File: src/rtl/pi_request_queue.sv
`timescale 1ns/1ps
// pi_request_queue: Pi-side front end for the 68000 bus-cycle engine.
// Synchronizes the Pi write strobe, holds the Pi register file, queues committed
// bus requests in a small FIFO and issues them one at a time over valid/ready.
module pi_request_queue #(
  parameter int unsigned DEPTH      = 4,
  parameter logic [15:0] FW_VERSION = 16'h1040
) (
  input  logic        sys_clk,
  input  logic        sys_rst,
  input  logic [2:0]  pi_a,
  input  logic        pi_wr,
  input  logic        pi_rd,
  input  logic [15:0] pi_data_in,
  output logic [15:0] pi_data_out,
  output logic        pi_data_oe,
  output logic        pi_busy,
  input  logic [7:0]  bus_status,
  output logic [14:0] ctrl,
  output logic        req_valid,
  input  logic        req_ready,
  output logic [23:0] req_addr,
  output logic [1:0]  req_size,
  output logic        req_read,
  output logic [2:0]  req_fc,
  output logic [31:0] req_wdata,
  input  logic        cpl_valid,
  input  logic [31:0] cpl_rdata
);

  localparam int unsigned PW = $clog2(DEPTH);
  localparam int unsigned CW = $clog2(DEPTH + 1);
  localparam logic [CW-1:0] FULL = CW'(DEPTH);

  typedef struct packed {
    logic [23:0] addr;
    logic [1:0]  size;
    logic        read;
    logic [2:0]  fc;
    logic [31:0] wdata;
  } req_t;

  req_t          fifo_q [DEPTH];
  logic [PW-1:0] wr_ptr_q, wr_ptr_d, rd_ptr_q, rd_ptr_d;
  logic [CW-1:0] count_q, count_d;
  logic          wr_meta_q, wr_sync_q, wr_prev_q;
  logic [31:0]   wdata_q, wdata_d;
  logic [15:0]   addr_lo_q, addr_lo_d;
  logic [15:0]   last_hi_q, last_hi_d;
  logic [14:0]   ctrl_q, ctrl_d;
  logic          ovf_q, ovf_d;
  logic [31:0]   rdata_q, rdata_d;
  logic          last_rd_q, last_rd_d;
  logic          inflight_q, inflight_d;
  logic          inflight_read_q, inflight_read_d;

  logic commit, push, push_ok, pop;
  req_t head, new_req;

  assign head      = fifo_q[rd_ptr_q];
  assign req_valid = (count_q != '0) && !inflight_q;
  assign pi_busy   = (count_q != '0) || inflight_q;
  assign pop       = req_valid && req_ready;
  assign ctrl      = ctrl_q;
  assign req_addr  = head.addr;
  assign req_size  = head.size;
  assign req_read  = head.read;
  assign req_fc    = head.fc;
  assign req_wdata = head.wdata;
  assign pi_data_oe = !pi_rd && pi_wr;

  // Strobe synchronizer plus edge history; idle level of the active-low strobe is 1.
  always_ff @(posedge sys_clk or posedge sys_rst) begin
    if (sys_rst) begin
      wr_meta_q <= 1'b1;
      wr_sync_q <= 1'b1;
      wr_prev_q <= 1'b1;
    end else begin
      // NOTE: sequential state uses non-blocking assignments so every flop samples pre-edge values.
      wr_meta_q <= pi_wr;
      wr_sync_q <= wr_meta_q;
      wr_prev_q <= wr_sync_q;
    end
  end

  // Next-state logic for the register file, FIFO bookkeeping and in-flight tracking.
  always_comb begin
    // NOTE: every signal gets a default first so no path leaves it unassigned (no latches).
    wdata_d         = wdata_q;
    addr_lo_d       = addr_lo_q;
    last_hi_d       = last_hi_q;
    ctrl_d          = ctrl_q;
    ovf_d           = ovf_q;
    rdata_d         = rdata_q;
    last_rd_d       = last_rd_q;
    inflight_d      = inflight_q;
    inflight_read_d = inflight_read_q;
    wr_ptr_d        = wr_ptr_q;
    rd_ptr_d        = rd_ptr_q;

    commit  = wr_prev_q && !wr_sync_q;
    push    = commit && (pi_a == 3'd3);
    push_ok = push && (count_q != FULL);
    new_req = '{addr:  {pi_data_in[7:0], addr_lo_q},
                size:  pi_data_in[9:8],
                read:  pi_data_in[10],
                fc:    pi_data_in[13:11],
                wdata: wdata_q};

    if (commit) begin
      unique case (pi_a)
        3'd0: wdata_d[15:0]  = pi_data_in;
        3'd1: wdata_d[31:16] = pi_data_in;
        3'd2: addr_lo_d      = pi_data_in;
        3'd3: last_hi_d      = {2'b00, pi_data_in[13:0]};
        3'd4: begin
          if (pi_data_in[15]) begin
            ctrl_d = ctrl_q | {1'b0, pi_data_in[13:0]};
          end else begin
            ctrl_d = ctrl_q & ~{1'b0, pi_data_in[13:0]};
            if (pi_data_in[14]) ovf_d = 1'b0;
          end
        end
        default: ;
      endcase
    end

    // A push into a full FIFO is dropped even if the head pops this same cycle.
    if (push && !push_ok) ovf_d = 1'b1;
    if (push_ok) wr_ptr_d = wr_ptr_q + PW'(1);

    if (pop) begin
      rd_ptr_d        = rd_ptr_q + PW'(1);
      inflight_d      = 1'b1;
      inflight_read_d = head.read;
    end

    // Completions without a request in flight are ignored.
    if (cpl_valid && inflight_q) begin
      inflight_d = 1'b0;
      last_rd_d  = inflight_read_q;
      if (inflight_read_q) rdata_d = cpl_rdata;
    end

    count_d = count_q + CW'(push_ok) - CW'(pop);
  end

  // Control/status state register.
  always_ff @(posedge sys_clk or posedge sys_rst) begin
    if (sys_rst) begin
      wdata_q         <= '0;
      addr_lo_q       <= '0;
      last_hi_q       <= '0;
      ctrl_q          <= '0;
      ovf_q           <= 1'b0;
      rdata_q         <= '0;
      last_rd_q       <= 1'b0;
      inflight_q      <= 1'b0;
      inflight_read_q <= 1'b0;
      wr_ptr_q        <= '0;
      rd_ptr_q        <= '0;
      count_q         <= '0;
    end else begin
      wdata_q         <= wdata_d;
      addr_lo_q       <= addr_lo_d;
      last_hi_q       <= last_hi_d;
      ctrl_q          <= ctrl_d;
      ovf_q           <= ovf_d;
      rdata_q         <= rdata_d;
      last_rd_q       <= last_rd_d;
      inflight_q      <= inflight_d;
      inflight_read_q <= inflight_read_d;
      wr_ptr_q        <= wr_ptr_d;
      rd_ptr_q        <= rd_ptr_d;
      count_q         <= count_d;
    end
  end

  // FIFO storage write port.
  always_ff @(posedge sys_clk) begin
    // NOTE: storage is not reset; an entry is only visible once count says it was written.
    if (push_ok) fifo_q[wr_ptr_q] <= new_req;
  end

  // Pi read mux on the register select.
  always_comb begin
    pi_data_out = '0;
    unique case (pi_a)
      3'd0: pi_data_out = rdata_q[15:0];
      3'd1: pi_data_out = rdata_q[31:16];
      3'd2: pi_data_out = addr_lo_q;
      3'd3: pi_data_out = last_hi_q;
      3'd4: pi_data_out = {5'b0, ovf_q, pi_busy, last_rd_q, bus_status};
      3'd7: pi_data_out = FW_VERSION;
      default: pi_data_out = '0;
    endcase
  end

endmodule

File: config.mk
export PLATFORM = sky130hd
export DESIGN_NAME = pi_request_queue
export DESIGN_NICKNAME = d
export VERILOG_FILES = /design/src/rtl/pi_request_queue.sv
export SDC_FILE = /design/constraint.sdc
export NUM_CORES = 1
export LEC_CHECK = 0
export ABC_AREA = 1
export CELL_PAD_IN_SITES_DETAIL_PLACEMENT = 0
export CELL_PAD_IN_SITES_GLOBAL_PLACEMENT = 1
export CORE_MARGIN = 4
export CORE_UTILIZATION = 48
export CTS_CLUSTER_DIAMETER = 30
export CTS_CLUSTER_SIZE = 8
export DETAILED_ROUTE_END_ITERATION = 6
export GPL_TIMING_DRIVEN = 1
export PLACE_DENSITY = 0.83
export SLEW_MARGIN = 20
export SYNTH_ARGS = -nofsm -noshare
export SYNTH_HDL_FRONTEND = slang
export SYNTH_SLANG_ARGS = --single-unit
File: constraint.sdc
create_clock -name sys_clk -period 8.5 [get_ports sys_clk]
set_input_delay 1.7 -clock sys_clk [delete_from_list [all_inputs] [get_ports sys_clk]]
set_output_delay 1.7 -clock sys_clk [all_outputs]
set_load 0.01 [all_outputs]
==> run_results.csv, run 1 <==
group,metric,value,unit
timing,hold_viol,0,
worst_setup_path,critPathMaxStageDelay,880,ps
placed_design,io_buffer_count,159,
power_and_ir_drop,vdd_ir_drop_max,0.189,mV
logic_synthesis,synth-seq-cells,370,
logic_synthesis,synth_area_leader_cell,"edfxtp_1",
placed_design,place_congestion,0.771,
floorplan,die_h,183,um
run,maxCapViolCount,0,
global_routing,grt_pass1_vias,10100,
logic_synthesis,netlist.area_leader.share,0.504,
floorplan,die_w,183,um
clock_network,cts_tree,"yes",
routing,drt-initial-drc-count,752,
timing,setup_viol,0,
outcome,status,"completed",
timing,fmax,0.167,GHz
routing,ant_nets,0,
routing,detail_route.vias_per_cell,5.34,
finish,stdcell_area,18900,um^2
global_routing,grt_pass1_wl,57200,um
routing,dr.pass1.iters,7,
worst_setup_path,cp.required,6800,ps
power_and_ir_drop,power_density,344,nW/um^2
worst_setup_path,cp-end-kind,"output pin",
hold_path,holdCritPathClass,"reg2reg",
routing,routed_wire_length_per_instance,19.3,um
logic_synthesis,syn_nets,1371,
timing,min_period,5980,ps
worst_setup_path,worstPathArrival,4280,ps
clock_network,h-tree-depth,3,
global_routing,grt.total_usage,0.220,
global_routing,grt_max_degree,76,
worst_setup_path,reg2reg_depth,5,
timing,period_share,0.704,
worst_setup_path,worstPathMaxFanout,18,
floorplan,pin_count,161,
placed_design,dp_slack,2520,ps
power_and_ir_drop,internal_power,0.00456,W
floorplan,fp.coreArea,30000,um^2
timing,worstMarginPinSlew,937,ps
logic_synthesis,ys_seq_area_frac,0.711,
placed_design,placed_area,16600,um^2
floorplan,die-area,33700,um^2
clock_network,cts.sinks,370,
logic_synthesis,netlist_area,14800,um^2
finish,final_nets,1537,
worst_setup_path,cpMaxStageDelayCell,"clkdlybuf4s50_1",
power_and_ir_drop,p_comb_frac,0.245,
worst_setup_path,critical_path.top_delay_family,"buffers and inverters",
clock_network,ctsHoldBuffers,0,
routing,routed_wl,36900,um
logic_synthesis,yosysWarnings,0,
worst_setup_path,crit_buf_inv,3,
timing,slew_violations,0,
power_and_ir_drop,switching_power,0.00194,W
timing,fin_tns_setup,0,ps
placed_design,hpwlAfterDp,21900,um
worst_setup_path,r2r_end,"fifo_q[1][20]$_DFFE_PP_",
logic_synthesis,yosys-top-cells-area,"edfxtp_1 50%, dfrtp_1 20%, nand2_1 6.5%, o21ai_0 4.8%, nor2_1 4.0%",
timing,relSlewSlack,0.374,
power_and_ir_drop,switching_share,0.298,
finish,drive_gt1_frac,0.0974,
logic_synthesis,ys_types,29,
clock_network,cts_resized,0,
clock_network,clockBufferDepth,3,
clock_network,numCtsBuffers,70,
timing,setup_slack,2520,ps
logic_synthesis,synthCells,1299,
power_and_ir_drop,clock_power_share,0.392,
worst_setup_path,worstSetupEndpoint,"pi_data_out[13]",
worst_setup_path,crit_type,"in2out",
worst_setup_path,rrSetupSlack,5440,ps
worst_setup_path,reg2reg_from,"wr_prev_q$_DFF_PP1_",
finish,syn_to_final_growth,27.7,%
global_routing,grt_overflow_total,0,
worst_setup_path,crit_path_start_kind,"input port",
logic_synthesis,syn_avg_cell_area,11.4,um^2
clock_network,worstSkewPairLatency,560,ps
clock_network,cts_root_buf,"clkbuf_16",
global_routing,antenna_found_initial,0,
worst_setup_path,crit_path_cell_trace,"clkdlybuf4s50_1 -> nor2_2 -> nand3_1 -> nand2_1 -> inv_1 -> nand2_1 -> clkdlybuf4s50_1",
timing,clock_skew,18.8,ps
finish,diodes,0,
clock_network,postCtsSetupBuffers,0,
clock_network,clk_pin_slew,40,ps
power_and_ir_drop,p_leak,7.49,nW
timing,rsz0062_at_grt,"false",
routing,vias,10200,
floorplan,rows,63,
power_and_ir_drop,seqPwrFrac,0.363,
floorplan,initial_utilization,0.492,
worst_setup_path,crit_cells,7,
routing,drc,0,
worst_setup_path,critPathLaunch,"pi_a[2]",
area by class of cell:
| type | count | area (um^2) |
|---|---|---|
| Sequential cell | 370 | 10500 |
| Clock buffer | 103 | 2030 |
| Multi-Input combinational cell | 779 | 3650 |
| Tap cell | 390 | 488 |
| Timing Repair Buffer | 172 | 1710 |
| Fill cell | 2338 | 11200 |
| Clock inverter | 24 | 195 |
| Inverter | 72 | 279 |
synthesized netlist by cell type:
cell,count
buf_1,5
buf_2,21
buf_4,6
buf_6,6
clkbuf_1,40
conb_1,1
dfrtp_1,119
dfstp_2,3
edfxtp_1,248
fa_1,1
ha_1,6
inv_1,68
inv_2,2
inv_4,2
nand2_1,257
nand2_2,4
nand3_1,90
nand3_2,1
nand4_1,4
nor2_1,158
nor2_2,2
nor2_4,3
nor3_4,1
o21ai_0,141
o21ai_1,36
o21ai_2,10
o22ai_1,61
xnor2_1,2
xor2_1,1
per-layer routing:
layer  vias up  routed length [um]  part of all wire  GRT usage
met5         -                   0                 0          0
met4         0                 779             0.021     0.0787
met3        52                2810             0.076     0.0489
met2       389               17400              0.47      0.349
met1      4936               15900              0.43      0.302
li1       4828                   -                 -          -
layout by cell type (no fill, tap or decap), types with 3 or more instances in the layout:
cell,count
inv_4,3
inv_1,67
dfstp_2,3
nand2_2,6
clkbuf_8,5
clkbuf_16,75
o21ai_2,10
nand4_1,4
ha_1,6
o22ai_1,61
clkinv_2,13
clkdlybuf4s50_1,159
o21ai_0,141
dfrtp_1,118
edfxtp_1,248
nor2_1,154
clkinv_1,5
nand2_1,255
o21ai_1,36
nand3_1,90
nor2_4,8
buf_4,11
clkbuf_1,23
logic make-up after synthesis:
kind of cell,Yosys count,synth area share
simple gates,520,0.144
flops,370,0.711
compound gates,248,0.0917
buf+inv,150,0.0448
fa+ha+maj,7,0.00644
xor+xnor,3,0.00178
other cells,1,0.000254
state kept, by name (all words and copies together), names as in the netlist, named ones only:
register	count
inflight_q	1
wr_ptr_q	2
last_rd_q	1
count_q	3
addr_lo_q	16
wr_sync_q	1
rdata_q	32
ovf_q	1
wr_prev_q	1
wr_meta_q	1
rd_ptr_q	2
wdata_q	32
last_hi_q	14
fifo_q	248
inflight_read_q	1
power by group through the flow:
stage / Sequential (W) / Clock (W) / Combinational (W)
after floorplan: 0.00229 / 0 / 0.000891
final: 0.00236 / 0.00254 / 0.00159
after global placement: 0.00237 / 0 / 0.00157
after detailed placement: 0.00238 / 0 / 0.00160
after CTS: 0.00236 / 0.00258 / 0.00162
after global routing: 0.00238 / 0.00268 / 0.00176
worst min path at each step:
stage | start | end | slack [ps] | depth (start not counted)
after floorplan | wr_meta_q$_DFF_PP1_ | wr_sync_q$_DFF_PP1_ | 350 | 0
after global placement | wr_meta_q$_DFF_PP1_ | wr_sync_q$_DFF_PP1_ | 350 | 0
after detailed placement | wr_meta_q$_DFF_PP1_ | wr_sync_q$_DFF_PP1_ | 350 | 0
after CTS | wr_meta_q$_DFF_PP1_ | wr_sync_q$_DFF_PP1_ | 350 | 0
after global routing | wr_meta_q$_DFF_PP1_ | wr_sync_q$_DFF_PP1_ | 360 | 0
final | wr_meta_q$_DFF_PP1_ | wr_sync_q$_DFF_PP1_ | 340 | 0
through the flow:
| step | hold WS, ps | instances | util | total power (W) |
|---|---|---|---|---|
| after floorplan | 345 | 1299 | - | 0.00319 |
| after global placement | 348 | 1782 | 0.553 | 0.00395 |
| after detailed placement | 347 | 1782 | 0.553 | 0.00399 |
| after CTS | 347 | 1909 | 0.627 | 0.00655 |
| after global routing | 358 | 1910 | 0.628 | 0.00682 |
| final | 343 | 1910 | 0.628 | 0.00649 |
Note: power is estimated with default switching activity, not from simulation.
==> run 2: changes to the inputs <==
- CORE_UTILIZATION: 48 -> 41
- PLACE_DENSITY: 0.83 -> 0.75
- clock period: 8.5 -> 5.4 ns (I/O delays scaled with it)
==> run 2 against run 1 <==
Compared with the run above:
- clock skew shrank 1.6 ps
- core utilization down 8.4 points
- final cell count grew 4.2%
- critical endpoint is now req_addr[0]
- wire length increased by 2.7%
- cell area increased by 2.5%
- flip-flop and latch count unchanged
- combinational power is 63% higher
- clock-buffer cell count down 1
- sequential share of layout area fell by 1.4 points
- critical path type is now reg2out
- largest cell class unchanged
==> run_results.csv, run 2 (synthesized netlist as in run 1, its figures left out) <==
group,metric,value,unit
finish,final_common_cell,"nand2_1",
timing,fin_tns_setup,0,ps
routing,wl_met3,2260,um
worst_setup_path,crit_path_cell_trace,"buf_4 -> o21ai_0 -> o22ai_1 -> clkdlybuf4s50_1",
floorplan,die_h,198,um
routing,drt-initial-drc-count,752,
routing,drt-met1-wl,16800,um
routing,detail_route.vias_per_cell,5.11,
power_and_ir_drop,switching_power,0.00316,W
worst_setup_path,cp-end-kind,"output pin",
finish,drive_gt1_frac,0.107,
power_and_ir_drop,power_density,560,nW/um^2
clock_network,worstSkewPairLatency,560,ps
clock_network,postCtsSetupBuffers,0,
clock_network,clk_pin_slew,40,ps
finish,syn_to_final_growth,30.9,%
placed_design,io_buffer_count,159,
power_and_ir_drop,seqPwrFrac,0.339,
routing,vias,10200,
power_and_ir_drop,p_total,0.0108,W
clock_network,numCtsBuffers,72,
finish,largest_register_ffs,248,
global_routing,antenna_found_initial,0,
timing,hold_viol,0,
power_and_ir_drop,internal_power,0.00769,W
clock_network,cts_resized,0,
floorplan,die-area,39100,um^2
routing,drc,0,
power_and_ir_drop,p_comb_frac,0.239,
worst_setup_path,worstPathArrival,3340,ps
timing,min_period,4420,ps
floorplan,initial_utilization,0.415,
clock_network,cts_tree,"yes",
clock_network,ctsHoldBuffers,0,
finish,final_cell_mix,"255 x nand2_1, 248 x edfxtp_1, 159 x clkdlybuf4s50_1",
worst_setup_path,critPathMaxStageDelay,790,ps
routing,wl_met2,17700,um
routing,ant_nets,0,
global_routing,grt_pass1_wl,59100,um
finish,final_cells,1990,
worst_setup_path,cp.required,4320,ps
placed_design,numPlacedInstances,1858,
worst_setup_path,cpMaxStageDelayCell,"buf_4",
placed_design,hpwlAfterDp,22600,um
timing,period_share,0.819,
timing,slew_violations,0,
run,maxCapViolCount,0,
outcome,status,"completed",
timing,rsz0062_at_grt,"false",
timing,setup_viol,0,
finish,nFillCells,3053,
worst_setup_path,crit_type,"reg2out",
finish,top_register,"fifo_q",
timing,relSlewSlack,0.339,
finish,top_regs,"fifo_q x248, rdata_q x32, wdata_q x32",
floorplan,fp.coreArea,35600,um^2
global_routing,grt_overflow_total,0,
placed_design,place_congestion,0.778,
floorplan,rows,69,
worst_setup_path,crit_buf_inv,2,
clock_network,cts_root_buf,"clkbuf_16",
finish,final_util,0.544,
timing,holdWs,354,ps
floorplan,die_w,198,um
routing,dr.pass1.iters,5,
clock_network,clockBufferDepth,3,
worst_setup_path,worstPathMaxFanout,92,
timing,clock_skew,17.2,ps
global_routing,grt_max_degree,93,
timing,fmax,0.226,GHz
global_routing,grt.total_usage,0.194,
finish,diodes,0,
clock_network,h-tree-depth,3,
power_and_ir_drop,switching_share,0.291,
floorplan,pin_count,161,
routing,routed_wl,37900,um
power_and_ir_drop,p_leak,7.66,nW
worst_setup_path,crit_path_start_kind,"flop",
routing,top_layer_used,"met4",
hold_path,holdCritPathClass,"reg2reg",
timing,worstMarginPinSlew,989,ps
finish,final_nets,1543,
power_and_ir_drop,vdd_ir_drop_max,0.260,mV
power_and_ir_drop,clock_power_share,0.423,
routing,routed_wire_length_per_instance,19.0,um
worst_setup_path,critical_path.top_delay_family,"buffers and inverters",
global_routing,grt_pass1_vias,10100,
clock_network,cts.sinks,370,
run 2: cell types whose count changed in the layout (fill, tap and decap cells not counted), moves of 2 or more:
cell / before / now
bufinv_16: 2 / 11
buf_12: 0 / 6
clkinv_2: 13 / 7
clkbuf_1: 23 / 19
clkbuf_8: 5 / 9
clkinv_1: 5 / 2
clkinvlp_4: 2 / 5
inv_16: 0 / 2
run 2: layout make-up:
class	instances	area, um^2	area share
clock inverters	30	495	0.0256
inverters	72	279	0.0144
well taps	461	577	0.0298
clock buffers	102	2050	0.106
flip-flops and latches	370	10500	0.543
repair buffers	176	1790	0.0927
multi-input cells	779	3650	0.188
run 2: routing by layer:
metal | GRT usage | vias to the layer above
li1 | - | 4848
met1 | 0.266 | 4943
met2 | 0.309 | 313
met3 | 0.0391 | 61
met4 | 0.0691 | 0
met5 | 0 | -
run 2: power groups by stage:
stage	Combinational, W	Clock [W]	Sequential (W)
after floorplan	0.00140	0	0.00361
after global placement	0.00260	0	0.00371
after detailed placement	0.00264	0	0.00372
after CTS	0.00265	0.00464	0.00367
after global routing	0.00287	0.00480	0.00372
final	0.00259	0.00458	0.00367
run 2: through the flow:
| step | cell area [um^2] | worst slack (ps) |
|---|---|---|
| after floorplan | 14800 | 696 |
| after global placement | 16800 | 1030 |
| after detailed placement | 16800 | 1010 |
| after CTS | 19300 | 966 |
| after global routing | 19300 | 756 |
| final | 19300 | 976 |
run 2: final timing paths:
check	start	to	depth (start not counted)	slack, ps
max in group asynchronous	sys_rst	rdata_q[27]$_DFFE_PP0P_	3	3360
max	rd_ptr_q[0]$_DFFE_PP0P_	req_addr[0]	4	980
min	wr_meta_q$_DFF_PP1_	wr_sync_q$_DFF_PP1_	0	350
min in group asynchronous	sys_rst	count_q[0]$_DFF_PP0_	2	1060
min reg2reg	wr_meta_q$_DFF_PP1_	wr_sync_q$_DFF_PP1_	0	350
max reg2reg	wr_prev_q$_DFF_PP1_	count_q[2]$_DFF_PP0_	8	2790
run 2: worst reg2reg max path, cell delays in order (launching register included):
cell	delay (ps)
dfstp_2	510
nand2_1	100
inv_1	190
nand3_1	430
ha_1	470
inv_1	40
ha_1	180
fa_1	410
xor2_1	170
==> run 3: changes to the inputs <==
- CORE_UTILIZATION: 41 -> 45
- PLACE_DENSITY: 0.75 -> 0.78
- clock period: 5.4 -> 4.2 ns (I/O delays scaled with it)
==> run 3 against run 2 <==
Compared with the run above:
- first-iteration DRC count fell by 9.7%
- largest cell class unchanged
- cell area up 0.58%
- critical path depth up 4
- hold slack improved by 1.0 ps
- sequential power increased by 28%
- highest routed layer unchanged
- clock skew up 1.7 ps
==> run_results.csv, run 3 (synthesized netlist as in run 1, its figures left out) <==
group,metric,value,unit
finish,largest_register_ffs,248,
outcome,status,"completed",
worst_setup_path,crit_path_start_kind,"input port",
finish,top_regs,"fifo_q x248, rdata_q x32, wdata_q x32",
finish,top_register,"fifo_q",
power_and_ir_drop,power_density,719,nW/um^2
placed_design,place_congestion,0.778,
timing,fmax,0.258,GHz
worst_setup_path,crit_type,"in2out",
routing,dr.pass1.iters,5,
routing,ant_nets,0,
timing,hold_viol,0,
clock_network,numCtsBuffers,76,
finish,final_cell_mix,"257 x nand2_1, 248 x edfxtp_1, 159 x clkdlybuf4s50_1",
worst_setup_path,critPathLaunch,"pi_a[1]",
clock_network,cts_resized,0,
worst_setup_path,rrSetupSlack,1930,ps
clock_network,worstSkewPairLatency,570,ps
floorplan,die_h,189,um
clock_network,clk_pin_slew,40,ps
finish,drive_gt1_frac,0.114,
timing,clock_skew,18.8,ps
routing,vias,10200,
clock_network,postCtsSetupBuffers,0,
power_and_ir_drop,vdd_ir_drop_max,0.392,mV
routing,routed_wire_length_per_instance,19.0,um
worst_setup_path,reg2reg_from,"wr_prev_q$_DFF_PP1_",
clock_network,clockBufferDepth,3,
worst_setup_path,r2r_end,"fifo_q[0][13]$_DFFE_PP_",
worst_setup_path,cp-end-kind,"output pin",
timing,relSlewSlack,0.294,
clock_network,cts_tree,"yes",
floorplan,die_w,189,um
worst_setup_path,reg2reg_depth,6,
floorplan,fp.coreArea,32500,um^2
clock_network,cts.sinks,370,
global_routing,grt_pass1_wl,58000,um
timing,min_period,3870,ps
timing,slew_violations,0,
routing,detail_route.vias_per_cell,5.14,
finish,final_nets,1553,
finish,syn_to_final_growth,31.7,%
worst_setup_path,worstSetupEndpoint,"pi_data_out[3]",
worst_setup_path,critPathMaxStageDelay,790,ps
global_routing,grt.total_usage,0.209,
timing,worstMarginPinSlew,1060,ps
global_routing,grt_pass1_vias,10100,
clock_network,ctsHoldBuffers,0,
placed_design,numPlacedInstances,1845,
global_routing,grt_max_degree,127,
worst_setup_path,cpMaxStageDelayCell,"clkdlybuf4s50_1",
floorplan,die-area,35800,um^2
worst_setup_path,crit_path_cell_trace,"clkdlybuf4s50_1 -> nand2_2 -> inv_1 -> nand2_1 -> nor2_1 -> nor2_1 -> nand2_1 -> clkdlybuf4s50_1",
timing,holdWs,355,ps
routing,drt-initial-drc-count,679,
floorplan,pin_count,161,
finish,final_common_cell,"nand2_1",
power_and_ir_drop,p_leak,7.73,nW
floorplan,initial_utilization,0.455,
clock_network,h-tree-depth,3,
global_routing,antenna_found_initial,0,
worst_setup_path,critical_path.top_delay_family,"buffers and inverters",
timing,period_share,0.922,
routing,routed_wl,37600,um
floorplan,rows,66,
global_routing,grt_overflow_total,0,
timing,rsz0062_at_grt,"false",
placed_design,hpwlAfterDp,22600,um
worst_setup_path,worstPathArrival,3030,ps
finish,final_cells,1984,
worst_setup_path,cp.required,3360,ps
worst_setup_path,crit_buf_inv,3,
finish,diodes,0,
worst_setup_path,worstPathMaxFanout,10,
routing,drc,0,
run,maxCapViolCount,0,
timing,setup_viol,0,
hold_path,holdCritPathClass,"reg2reg",
hold_path,hold_path_startpoint,"wr_meta_q$_DFF_PP1_",
placed_design,io_buffer_count,159,
worst_setup_path,crit_cells,8,
clock_network,cts_root_buf,"clkbuf_16",
-- run 3: cell types whose count changed in the layout (fill, tap and decap cells not counted), sizes merged --
cell | before | now
buf | 17 | 23
bufinv | 11 | 7
clkbuf | 102 | 104
clkinv | 12 | 17
clkinvlp | 5 | 6
inv | 74 | 77
-- run 3: how the worst min path moves through the flow --
stage                          end  slack, ps  depth (start not counted)
2_1_floorplan  wr_sync_q$_DFF_PP1_        350                          0
3_3_place_gp   wr_sync_q$_DFF_PP1_        350                          0
3_5_place_dp   wr_sync_q$_DFF_PP1_        350                          0
4_1_cts        wr_sync_q$_DFF_PP1_        360                          0
5_1_grt        wr_sync_q$_DFF_PP1_        350                          0
6_report       wr_sync_q$_DFF_PP1_        360                          0
-- run 3: cell type report --
class / count / area, um^2
clock buffer: 104 / 2140
clock inverter: 35 / 448
fill: 2603 / 13000
inverter: 72 / 278
multi-input combinational: 779 / 3640
sequential: 370 / 10500
tap: 442 / 553
timing repair buffer: 182 / 1890
-- run 3: metrics by stage --
| stage | setup TNS [ps] | setup WS [ps] | instance area [um^2] | power, W | util |
|---|---|---|---|---|---|
| 6_report | 0 | 326 | 19500 | 0.0140 | 0.600 |
| 5_1_grt | 0 | 188 | 19500 | 0.0147 | 0.600 |
| 4_1_cts | 0 | 334 | 19500 | 0.0141 | 0.600 |
| 3_5_place_dp | 0 | 345 | 16900 | 0.00817 | 0.520 |
| 3_3_place_gp | 0 | 380 | 16900 | 0.00810 | 0.520 |
| 2_1_floorplan | -65490 | -264 | 14800 | 0.00645 | - |
-- run 3: power by group --
part           internal (W)  leakage, nW  switching, W  total (W)
Sequential          0.00439         3.79      0.000299    0.00469
Clock               0.00402         1.26       0.00190    0.00592
Combinational       0.00145         2.69       0.00195    0.00339
-- run 3: metal layers --
metal | track usage | part of all wire
met5 | 0 | 0
met4 | 0.0657 | 0.021
met3 | 0.0448 | 0.059
met2 | 0.347 | 0.49
met1 | 0.281 | 0.43
